$ cat config.mk
export PLATFORM = sky130hd
export DESIGN_NAME = axi_wr_arbiter
export DESIGN_NICKNAME = d
export VERILOG_FILES = /design/src/rtl/axi_wr_arbiter.sv
export SDC_FILE = /design/constraint.sdc
export NUM_CORES = 1
export LEC_CHECK = 0
export ABC_AREA = 1
export CAP_MARGIN = 40
export CORE_AREA = 2 2 111 113
export DETAILED_ROUTE_END_ITERATION = 6
export DIE_AREA = 0 0 113 115
export DONT_BUFFER_PORTS = 1
export PLACE_DENSITY = 0.32
export SLEW_MARGIN = 15
export SYNTH_ARGS = -nofsm -noshare
export SYNTH_HDL_FRONTEND = slang
export SYNTH_SLANG_ARGS = --single-unit
$ cat constraint.sdc
create_clock -name clk -period 4.3 [get_ports clk]
set_clock_uncertainty 0.15 [all_clocks]
set_input_delay 0.86 -clock clk [delete_from_list [all_inputs] [get_ports clk]]
set_output_delay 0.86 -clock clk [all_outputs]
set_load 0.02 [all_outputs]
$ cat src/rtl/axi_wr_arbiter.sv
// ---------------------------------------------------------------------------
// axi_wr_arbiter
//
// Round-robin arbiter for the AXI write channels (AW/W/B). NUM_M masters
// share a single slave write port. Only one write burst is in flight at a
// time: the owning master is chosen in IDLE and keeps the grant from its
// AW handshake, through its W beats, until the B handshake completes.
//
// Parameters
//   NUM_M   number of requesting masters (2..8)
//   ADDR_W  address width
//   DATA_W  data width, strobe width is DATA_W/8
//   ID_W    AWID/BID width
//
// Ports
//   clk                       clock, everything on the rising edge
//   rst                       synchronous reset, active-low (0 = reset)
//   m_awaddr/m_awid/m_awlen   packed per-master AW payload, master i at [i*W +: W]
//   m_awvalid/m_awready       per-master AW handshake
//   m_wdata/m_wstrb/m_wlast   packed per-master W payload
//   m_wvalid/m_wready         per-master W handshake
//   m_bid/m_bresp             B payload broadcast to every master
//   m_bvalid/m_bready         per-master B handshake
//   s_aw*/s_w*/s_b*           slave-side write port (payload muxed from owner)
//   grant                     one-hot current owner, all zero in IDLE
//   busy                      high whenever a burst is being arbitrated/served
// ---------------------------------------------------------------------------
module axi_wr_arbiter #(
    parameter int NUM_M  = 2,
    parameter int ADDR_W = 32,
    parameter int DATA_W = 32,
    parameter int ID_W   = 4
) (
    input  logic                        clk,
    input  logic                        rst,

    // Master-side AW channel
    input  logic [NUM_M*ADDR_W-1:0]     m_awaddr,
    input  logic [NUM_M*ID_W-1:0]       m_awid,
    input  logic [NUM_M*8-1:0]          m_awlen,
    input  logic [NUM_M-1:0]            m_awvalid,
    output logic [NUM_M-1:0]            m_awready,

    // Master-side W channel
    input  logic [NUM_M*DATA_W-1:0]     m_wdata,
    input  logic [NUM_M*(DATA_W/8)-1:0] m_wstrb,
    input  logic [NUM_M-1:0]            m_wlast,
    input  logic [NUM_M-1:0]            m_wvalid,
    output logic [NUM_M-1:0]            m_wready,

    // Master-side B channel
    output logic [NUM_M*ID_W-1:0]       m_bid,
    output logic [NUM_M*2-1:0]          m_bresp,
    output logic [NUM_M-1:0]            m_bvalid,
    input  logic [NUM_M-1:0]            m_bready,

    // Slave-side AW channel
    output logic [ADDR_W-1:0]           s_awaddr,
    output logic [ID_W-1:0]             s_awid,
    output logic [7:0]                  s_awlen,
    output logic                        s_awvalid,
    input  logic                        s_awready,

    // Slave-side W channel
    output logic [DATA_W-1:0]           s_wdata,
    output logic [DATA_W/8-1:0]         s_wstrb,
    output logic                        s_wlast,
    output logic                        s_wvalid,
    input  logic                        s_wready,

    // Slave-side B channel
    input  logic [ID_W-1:0]             s_bid,
    input  logic [1:0]                  s_bresp,
    input  logic                        s_bvalid,
    output logic                        s_bready,

    // Status
    output logic [NUM_M-1:0]            grant,
    output logic                        busy
);

    localparam int STRB_W = DATA_W / 8;
    localparam int IDX_W  = (NUM_M > 1) ? $clog2(NUM_M) : 1;

    typedef enum logic [1:0] {
        IDLE = 2'd0,
        ADDR = 2'd1,
        DATA = 2'd2,
        RESP = 2'd3
    } state_t;

    state_t             state;
    logic [IDX_W-1:0]   gidx;       // index of the owner, 0 while IDLE
    logic [IDX_W-1:0]   ptr;        // last master that completed a burst
    logic [IDX_W-1:0]   winner;
    logic [IDX_W-1:0]   cand_idx;
    logic               req_any;
    int                 cand;

    logic               aw_hs;
    logic               w_last_hs;
    logic               b_hs;

    // Round-robin search: the master right after the previous winner has
    // highest priority, so a master that was just served goes to the back
    // of the line while anybody else is still waiting.
    always_comb begin
        winner   = '0;
        req_any  = 1'b0;
        cand     = 0;
        cand_idx = '0;
        for (int k = 1; k <= NUM_M; k++) begin
            cand     = (int'(ptr) + k) % NUM_M;
            cand_idx = IDX_W'(cand);
            if (!req_any && m_awvalid[cand_idx]) begin
                req_any = 1'b1;
                winner  = cand_idx;
            end
        end
    end

    // Slave-side payload is a plain mux of the owner's signals. While IDLE
    // gidx is 0, so master 0's payload shows through; the valids are low
    // then, so nothing downstream acts on it.
    always_comb begin
        s_awaddr = m_awaddr[int'(gidx)*ADDR_W +: ADDR_W];
        s_awid   = m_awid[int'(gidx)*ID_W +: ID_W];
        s_awlen  = m_awlen[int'(gidx)*8 +: 8];
        s_wdata  = m_wdata[int'(gidx)*DATA_W +: DATA_W];
        s_wstrb  = m_wstrb[int'(gidx)*STRB_W +: STRB_W];
        s_wlast  = m_wlast[gidx];
    end

    // Handshake signals only pass through for the owner and only while the
    // FSM sits in the phase for that channel. This is what stalls early W
    // beats: a master may raise wvalid before its AW is accepted, but it
    // sees wready=0 until the arbiter has reached DATA.
    always_comb begin
        s_awvalid = (state == ADDR) && m_awvalid[gidx];
        s_wvalid  = (state == DATA) && m_wvalid[gidx];
        s_bready  = (state == RESP) && m_bready[gidx];

        m_awready = (state == ADDR && s_awready) ? grant : '0;
        m_wready  = (state == DATA && s_wready)  ? grant : '0;
        m_bvalid  = (state == RESP && s_bvalid)  ? grant : '0;

        m_bid     = {NUM_M{s_bid}};
        m_bresp   = {NUM_M{s_bresp}};

        busy      = (state != IDLE);
    end

    // Handshake completion strobes used by the FSM.
    always_comb begin
        aw_hs     = s_awvalid && s_awready;
        w_last_hs = s_wvalid && s_wready && s_wlast;
        b_hs      = s_bvalid && s_bready;
    end

    // Main FSM. The grant is taken in IDLE and held until the write response
    // has been accepted; there is no preemption and no beat counting, the
    // data phase ends purely on WLAST. ptr resets to NUM_M-1 so master 0 is
    // first in line after reset. A reset in the middle of a burst simply
    // drops the transaction; masters are expected to reissue it.
    always_ff @(posedge clk) begin
        if (!rst) begin
            state <= IDLE;
            grant <= '0;
            gidx  <= '0;
            ptr   <= IDX_W'(NUM_M - 1);
        end else begin
            case (state)
                IDLE: begin
                    if (req_any) begin
                        grant <= {{(NUM_M-1){1'b0}}, 1'b1} << winner;
                        gidx  <= winner;
                        state <= ADDR;
                    end
                end
                ADDR: begin
                    if (aw_hs) begin
                        state <= DATA;
                    end
                end
                DATA: begin
                    if (w_last_hs) begin
                        state <= RESP;
                    end
                end
                RESP: begin
                    if (b_hs) begin
                        ptr   <= gidx;
                        gidx  <= '0;
                        grant <= '0;
                        state <= IDLE;
                    end
                end
                default: begin
                    state <= IDLE;
                    grant <= '0;
                    gidx  <= '0;
                end
            endcase
        end
    end

endmodule

==> After elaboration in Yosys (flattened, before gate mapping) <==
Cells that the tools add are included.
{ "totals": {"register_bits": 6, "latch_bits": 0, "ramBits": 0, "rom_bits": 0, "inputBits": 179, "memories": 0} }
{ "classes": {"addsub": 2, "multipliers": 0, "n_div": 0, "order_cmp": 3, "n_eq_ne": 7, "n_shift": 6, "mux": 29, "bitwise": 0, "n_reduce_logical": 18} }
{ "op_table": {"columns": ["op", "count"], "rows": [
  ["$shiftx A64 B7 Y32", 2],
  ["$mux W1", 18],
  ["$mux W2", 8],
  ["$shiftx A16 B5 Y8", 1],
  ["$shiftx A8 B4 Y4", 2],
  ["$logic_and A1 B1 Y1", 11],
  ["$ne A2 B2 Y1 const B", 4],
  ["$pmux W2 S4", 1],
  ["$lt A1 B2 Y1 const B", 3],
  ["$eq A2 B2 Y1 const B", 2],
  ["$pmux W2 S2", 1],
  ["$reduce_and A4 Y1", 1],
  ["$reduce_bool A2 Y1", 2],
  ["$reduce_and A3 Y1", 1],
  ["$add A1 B1 Y1 const B", 2],
  ["$eq A2 B1 Y1 const B", 1],
  ["$logic_not A2 Y1", 1],
  ["$pmux W1 S2", 1],
  ["$reduce_and A2 Y1", 1],
  ["$shl A1 B1 Y2 const A", 1],
  ["$logic_not A1 Y1", 1]
]} }

==> Longest topological paths before layout <==
Gate-level depths: netlist of the first run.
{ "depth": {"ltp_word": 10, "depth_mapped": 9, "depth_no_buf": 9} }

==> Worst setup path before layout of the first run <==
Ideal clock, no wire load.
{ "synth_path": {"path_kind": "input -> output", "from": "input port s_wready", "to": "output port m_wready[0]", "t_arrival_ns": 1.382, "t_required_ns": 3.290, "path_slack_ns": 1.908, "path_stages": 2, "n_path_buf": 0, "cell_sequence": "inv_1 > nor3_1"} }
{ "synth_via": {"elab_chain_len": 2} }
{ "synth_lines": {"columns": ["item", "line_no", "rtl"], "rows": [
  ["from (decl)", "69", "input logic s_wready,"],
  ["$logic_and A1 B1 Y1", "144", "m_wready = (state == DATA && s_wready) ? grant : '0;"],
  ["$mux W2", "144", null],
  ["to (decl)", "49", "output logic [NUM_M-1:0] m_wready,"]
]} }
Every way passes these cells.

==> out/qor.yml, run 1 <==
status: "finished with violations"
violations: "design-rule violations"
tns_ps: 0
drive_above_1_share_pct: 4.834
grt_pass1_vias: 1531
hold_path_end: "ptr"
synth.top_cells.by_area: "nand2_1 (62%), buf_4 (6.7%), dfxtp_1 (6.4%)"
syn_avg_cell_area_um2: 4.432
sw_frac_of_total_pct: 71.14
hold_viol: 0
irDropWorstVdd_mv: 0.2374
maxCapViolCount: 0
p_clk_share_pct: 11.3
cp-end-kind: "primary output"
ys_seq_area_share_pct: 6.380
r2r_cells: 8
path_cells: "buf_4 -> nand2_1 -> a21oi_1"
fmax_mhz: 329.8
synth_top_family_by_area: "simple AND/OR/NAND/NOR gates"
yosys.area_share.adder_pct: 3.190
worst-slew-pin-transition_ps: 850.8
crit_fanout: 86
cp_data_required_time_ps: 3290
synth_seq_cells: 5
die_width_um: 113
postCtsSetupBuffers: 0
antennaDiodeCount: 0
whs_path_depth: 2
area_growth_pct: 7.815
drt_iter0_drc: 98
critPathTopFamily: "buffers and inverters"
ff2ff_setup_slack_ps: 2050
slowest_stage: "buf_4"
synth_top_area_cell: "nand2_1"
antenna_found_initial: 0
final-setup-viol-count: 0
cts_buffers: 3
hold_buffers: 0
synth_xor_area_share_pct: 0
synth-edff-count: 0
gp_congestion: 0.8133
arrival_ps: 2020
worstSkewPairLatency_ps: 230
path_buf_inv: 1
portBuffers: 0
initial_core_util_pct: 13.28
fin_nets: 515
postRouteAntennaNets: 0
rows: 40
period_needed_ps: 3033
grt_usage_pct: 8.432
clkTransAtPathRegs_ps: 30
ys_warn_count: 0
die_y_um: 115
firstDrtPassIters: 7
fin_crit_sh_pct: 70.52
worstReg2RegEnd: "grant[1]"
min_from: "ptr"
max_stage_delay_ps: 640
vias: 2004
grt_setup_unrepaired: "false"
totalPowerFinal_uw: 1349
coreArea_mm2: 0.01181
powerDensity_mw_per_mm2: 797.2
grt_max_degree: 87
maxSlewViolCount: 0
cts_tree: "yes"
synth_cells: 354
p_seq_share_pct: 6.5
worstSetupPathType: "reg -> out"
maxSlewHeadroom_pct: 43.28
switching_power_uw: 959.5
syn_nets: 537
async_reset_ff_share_pct: 0
routedWlPerCell_um: 14.20
overflow: 0
cts_resized: 0
synth_cell_type_count: 22
place_hpwl_mm: 5.698
vias_per_cell: 4.192
cp-start-kind: "register"
io-pin-count: 284
hold_path_class: "reg -> reg"
htree_levels: 1
yosys.area_share.simple_pct: 71.37
synth_compound_area_share_pct: 3.190
yosysMostFrequentCell: "nand2_1"
yosys-top-cells-count: "nand2_1 (258), inv_1 (19), buf_4 (14), nor2_1 (12), clkbuf_1 (8)"
die_area_mm2: 0.01300
drc: 20
combPwrFrac_pct: 82.1
leakage_uw: 0.001027
netlist.area_leader.share_pct: 61.72
netlist_area_mm2: 0.001569
synth.area.mux_share_pct: 0
synth_ff_type: "dfxtp_1"
hold_slack_ps: 332.2
cts_root_buf: "clkbuf_16"
wl_mm: 6.786
fill_cells: 1391
p_int_uw: 389.2
grt_pass1_wl_mm: 8.259
cts_buffer_depth: 2
r2r_start: "grant[1]"
cts_num_sinks: 5
[worst min-delay path: stages (launching register included)]
cell and delay (ps):
dfxtp_1 320, nand2_1 50, o211ai_1 70
[state kept, by name, indices dropped and copies added, names as in the netlist]
name,count
grant,2
ptr,1
state,2
[per-layer routing]
metal  GRT usage, %  routed length, um  vias up  share of wire, %
li1               -                  -      991                 -
met5              0                  0        -                 0
met4          1.545                 36        0              0.53
met2          16.85               3544      180                52
met3          1.950                777        5                11
met1          9.053               2428      828                36
[how the worst max path moves through the flow]
stage | cells past startpoint | end | slack [ps] | from
2_1_floorplan | 2 | m_wready[0] | 1910 | s_wready
3_3_place_gp | 3 | s_bready | 1480 | grant[1]
3_5_place_dp | 3 | s_bready | 1440 | grant[1]
4_1_cts | 3 | s_bready | 1190 | grant[1]
5_1_grt | 3 | s_bready | 1110 | grant[1]
6_report | 3 | s_bready | 1270 | grant[1]
[cells in the final DEF (no fill, tap or decap), drive strengths merged]
cell type,count
ha,4
clkbuf,4
o211ai,1
buf,4
a21oi,4
inv,20
dfxtp,5
nor2,14
nor3,7
nand3,2
nand2,260
o21bai,1
and2,1
and3,1
nand4,3
[kinds of logic after synthesis]
kind of cell | after synthesis
AND/OR/NAND/NOR | 288
buffers and inverters | 51
AO/OA/AOI/OAI | 6
flip-flops | 5
adder cells (fa/ha/maj) | 4
[power by group through the flow]
stage	Clock [uW]	Sequential, uW	Combinational (uW)
2_1_floorplan	0	83.0	987
3_3_place_gp	0	89.2	1110
3_5_place_dp	0	90.3	1120
4_1_cts	156	89.2	1130
5_1_grt	160	92.5	1220
6_report	153	87.7	1110
[area by class of cell]
cell class	instances	area [um^2]	share of cell area, %
inverters	20	75.07	4.438
well taps	147	183.9	10.87
multi-input cells	298	1220	72.12
clock buffers	4	78.83	4.660
flip-flops and latches	5	103.9	6.139
repair buffers	4	30.03	1.775
[per-stage QoR]
| stage | cell area (um^2) | worst slack [ps] | utilization, % | instances |
|---|---|---|---|---|
| 3_5_place_dp | 1613 | 1439 | 13.65 | 474 |
| 4_1_cts | 1692 | 1188 | 14.32 | 478 |
| 3_3_place_gp | 1613 | 1482 | 13.65 | 474 |
| 6_report | 1692 | 1267 | 14.32 | 478 |
| 5_1_grt | 1692 | 1112 | 14.32 | 478 |
| 2_1_floorplan | 1569 | 1908 | - | 354 |
Note: power is estimated with default switching activity, not from simulation.
==> run 2, diff against run 1 <==
- ABC_AREA: 1 -> 0
- CORE_AREA: 2 2 111 113 -> 2 2 110 112
- DIE_AREA: 0 0 113 115 -> 0 0 112 114
- clock period: 4.3 -> 2.75 ns (I/O delays scaled with it)
==> run 2 against run 1 <==
The flow now finishes without violations. Sequential cell count unchanged. Sequential share of layout area up 0.11 points. First-iteration DRC count down 68%. Critical path type unchanged. Highest routed layer unchanged.
==> out/qor.yml, run 2 <==
status: "completed"
synth_cell_type_count: 28  # +27%
ys_seq_area_share_pct: 6.628  # +0.25 points
cp-start-kind: "register"
maxSlewViolCount: 0  # unchanged
netlist_area_mm2: 0.001510  # -3.7%
antenna_found_initial: 0  # unchanged
cp_data_required_time_ps: 2050  # -1240 ps
htree_levels: 1  # unchanged
r2r_cells: 4  # -4
pre_cts_ws_ps: 616.9  # -821.8 ps
yosys.area_share.adder_pct: 3.314  # +0.12 points
dp.cells: 283  # -40%
hold_viol: 0  # unchanged
synth_top_family_by_area: "multiplexers"
vias: 1233  # -38%
regArea_um2: 103.9  # unchanged
io-pin-count: 284  # unchanged
hold_path_class: "in -> reg"
drc: 0  # -100%
final_cell_mix: "mux2_2 (80), and3_1 (6), inv_1 (5), nand2_1 (5)"
fill_cells: 1308  # -6.0%
fmax_mhz: 429.6
period_needed_ps: 2328
cts_root_buf: "clkbuf_16"
fin_nets: 324  # -37%
async_reset_ff_share_pct: 0  # unchanged
synth_ff_type: "dfxtp_1"
maxSlewHeadroom_pct: 70.08  # +27 points
yosys.area_share.simple_pct: 7.125  # -64 points
clkTransAtPathRegs_ps: 30  # about the same
arrival_ps: 1630  # -390 ps
final-setup-viol-count: 0  # unchanged
rows: 40  # unchanged
netlist.area_leader.share_pct: 59.65  # -2.1 points
coreArea_mm2: 0.01171  # -0.85%
hold_buffers: 0  # unchanged
hold_path_end: "ptr"
wl_mm: 6.494  # -4.3%
die_y_um: 114  # -0.87%
yosysMostFrequentCell: "mux2_2"
ys_warn_count: 0  # unchanged
powerDensity_mw_per_mm2: 668.1  # -16%
slowest_stage: "dfxtp_4"
ff2ff_setup_slack_ps: 670  # -1380 ps
synth_seq_cells: 5  # unchanged
die_area_mm2: 0.01277  # -1.7%
synth_xor_area_share_pct: 0  # unchanged
multi_input_area_mm2: 0.001242  # +1.8%
synth.top_cells.by_area: "mux2_2 (60%), dfxtp_1 (6.6%), buf_4 (6.5%)"
grt_pass1_wl_mm: 7.872  # -4.7%
irDropWorstVdd_mv: 0.1271  # -46%
postRouteAntennaNets: 0  # unchanged
cts_buffers: 3  # unchanged
initial_core_util_pct: 12.90  # -0.39 points
vias_per_cell: 4.296  # +2.5%
gp_congestion: 0.7686  # -5.5%
worstSetupPathType: "reg -> out"
portBuffers: 0  # unchanged
synth-edff-count: 0  # unchanged
top_regs: "grant (2), state (2), ptr (1)"
worstReg2RegEnd: "state[1]"
leakage_uw: 0.0005525  # -46%
synth_compound_area_share_pct: 8.451  # +5.3 points
antennaDiodeCount: 0  # unchanged
tns_ps: 0  # unchanged
maxCapViolCount: 0  # unchanged
grt_max_degree: 40  # -54%
whs_path_depth: 1  # -1
fin_crit_sh_pct: 84.65
routedWlPerCell_um: 22.63  # +59%
synth.area.mux_share_pct: 63.38  # +63 points
synth_cells: 156  # -56%
area_growth_pct: 10.11
postCtsSetupBuffers: 0  # unchanged
drive_above_1_share_pct: 65.00  # +60 points
crit_fanout: 29  # -66%
die_width_um: 112  # -0.88%
hold_slack_ps: 250.7  # -81.46 ps
grt_usage_pct: 8.673  # +0.24 points
cp-end-kind: "primary output"
worst-slew-pin-transition_ps: 444.2  # -406.6 ps
fin_ws_ps: 422.2  # -845.3 ps
r2r_start: "grant[1]"
max_stage_delay_ps: 570  # -70 ps
final_cells: 287  # -40%
firstDrtPassIters: 4  # -3
final_common_cell: "mux2_2"
syn_nets: 339  # -37%
cts_tree: "yes"
synth_top_area_cell: "mux2_2"
overflow: 0  # unchanged
cts_buffer_depth: 2  # unchanged
grt_setup_unrepaired: "false"
drt_iter0_drc: 31  # -68%
cts_num_sinks: 5  # unchanged
grt_pass1_vias: 1227  # -20%
syn_avg_cell_area_um2: 9.681  # +120%
yosys-top-cells-count: "mux2_2 (80), buf_4 (13), and3_1 (6)"
path_cells: "buf_4 -> mux2_2"
place_hpwl_mm: 5.935  # +4.2%
worstSkewPairLatency_ps: 230  # about the same
cts_resized: 0  # unchanged
min_from: "rst"
[run 2: cell count changes after synthesis, sizes merged, moves of 3 or more]
cell / delta
mux2i: +3
nor3: -7
o21ai: +4
nand2: -255
a21boi: +3
mux2: +82
clkbuf: -4
buf: -4
inv: -15
and3: +5
nor2: -14
[run 2: metal layers]
metal | GRT usage (%) | share of wire [%] | vias to the layer above | wire length, um
met1 | 8.566 | 32 | 530 | 2068
met3 | 2.179 | 11 | 5 | 722
li1 | - | - | 533 | -
met2 | 17.98 | 56 | 165 | 3654
met4 | 1.951 | 0.74 | 0 | 48
met5 | 0 | 0 | - | 0
[run 2: worst max-delay path by stage]
stage / from / endpoint / slack [ps] / cells after the start
6_report: grant[1] / s_wdata[13] / 420 / 2
2_1_floorplan: grant[1] / s_awaddr[11] / 770 / 4
3_5_place_dp: grant[1] / state[1] / 620 / 4
4_1_cts: grant[1] / s_awlen[4] / 390 / 2
3_3_place_gp: grant[1] / state[1] / 670 / 4
5_1_grt: grant[1] / s_wdata[2] / 300 / 2
[run 2: cells by family after synthesis]
family	count (synthesis)
and+or+nand+nor	19
AOI/OAI and AO/OA	15
buffers and inverters	28
adders and majority gates	4
muxes	85
DFF	5
[run 2: critical path: cells and delay by family, from the launching register on]
kind | cells | cell delay [ps]
flip-flops | 1 | 570
multiplexers | 1 | 440
buffers and inverters | 1 | 370
[run 2: power breakdown]
group          leakage [uW]  internal [uW]  switching, uW  total [uW]
Clock             0.0000382            193           52.2         245
Sequential        0.0000419           94.3           49.2         143
Combinational      0.000472            272            451         723
[run 2: cell type report]
| class | instances | share of cell area, % |
|---|---|---|
| Multi-Input combinational cell | 123 | 74.72 |
| Tap cell | 147 | 11.06 |
| Clock buffer | 4 | 4.740 |
| Inverter | 5 | 1.129 |
| Timing Repair Buffer | 3 | 2.107 |
| Sequential cell | 5 | 6.245 |
[run 2: per-stage QoR]
step                      util (%)  cell area (um^2)  power, uW
after floorplan                  -              1510      791.7
after global placement       13.53              1584      881.6
after detailed placement     13.53              1584      882.6
after CTS                    14.20              1663       1129
after global routing         14.20              1663       1168
final                        14.20              1663       1111
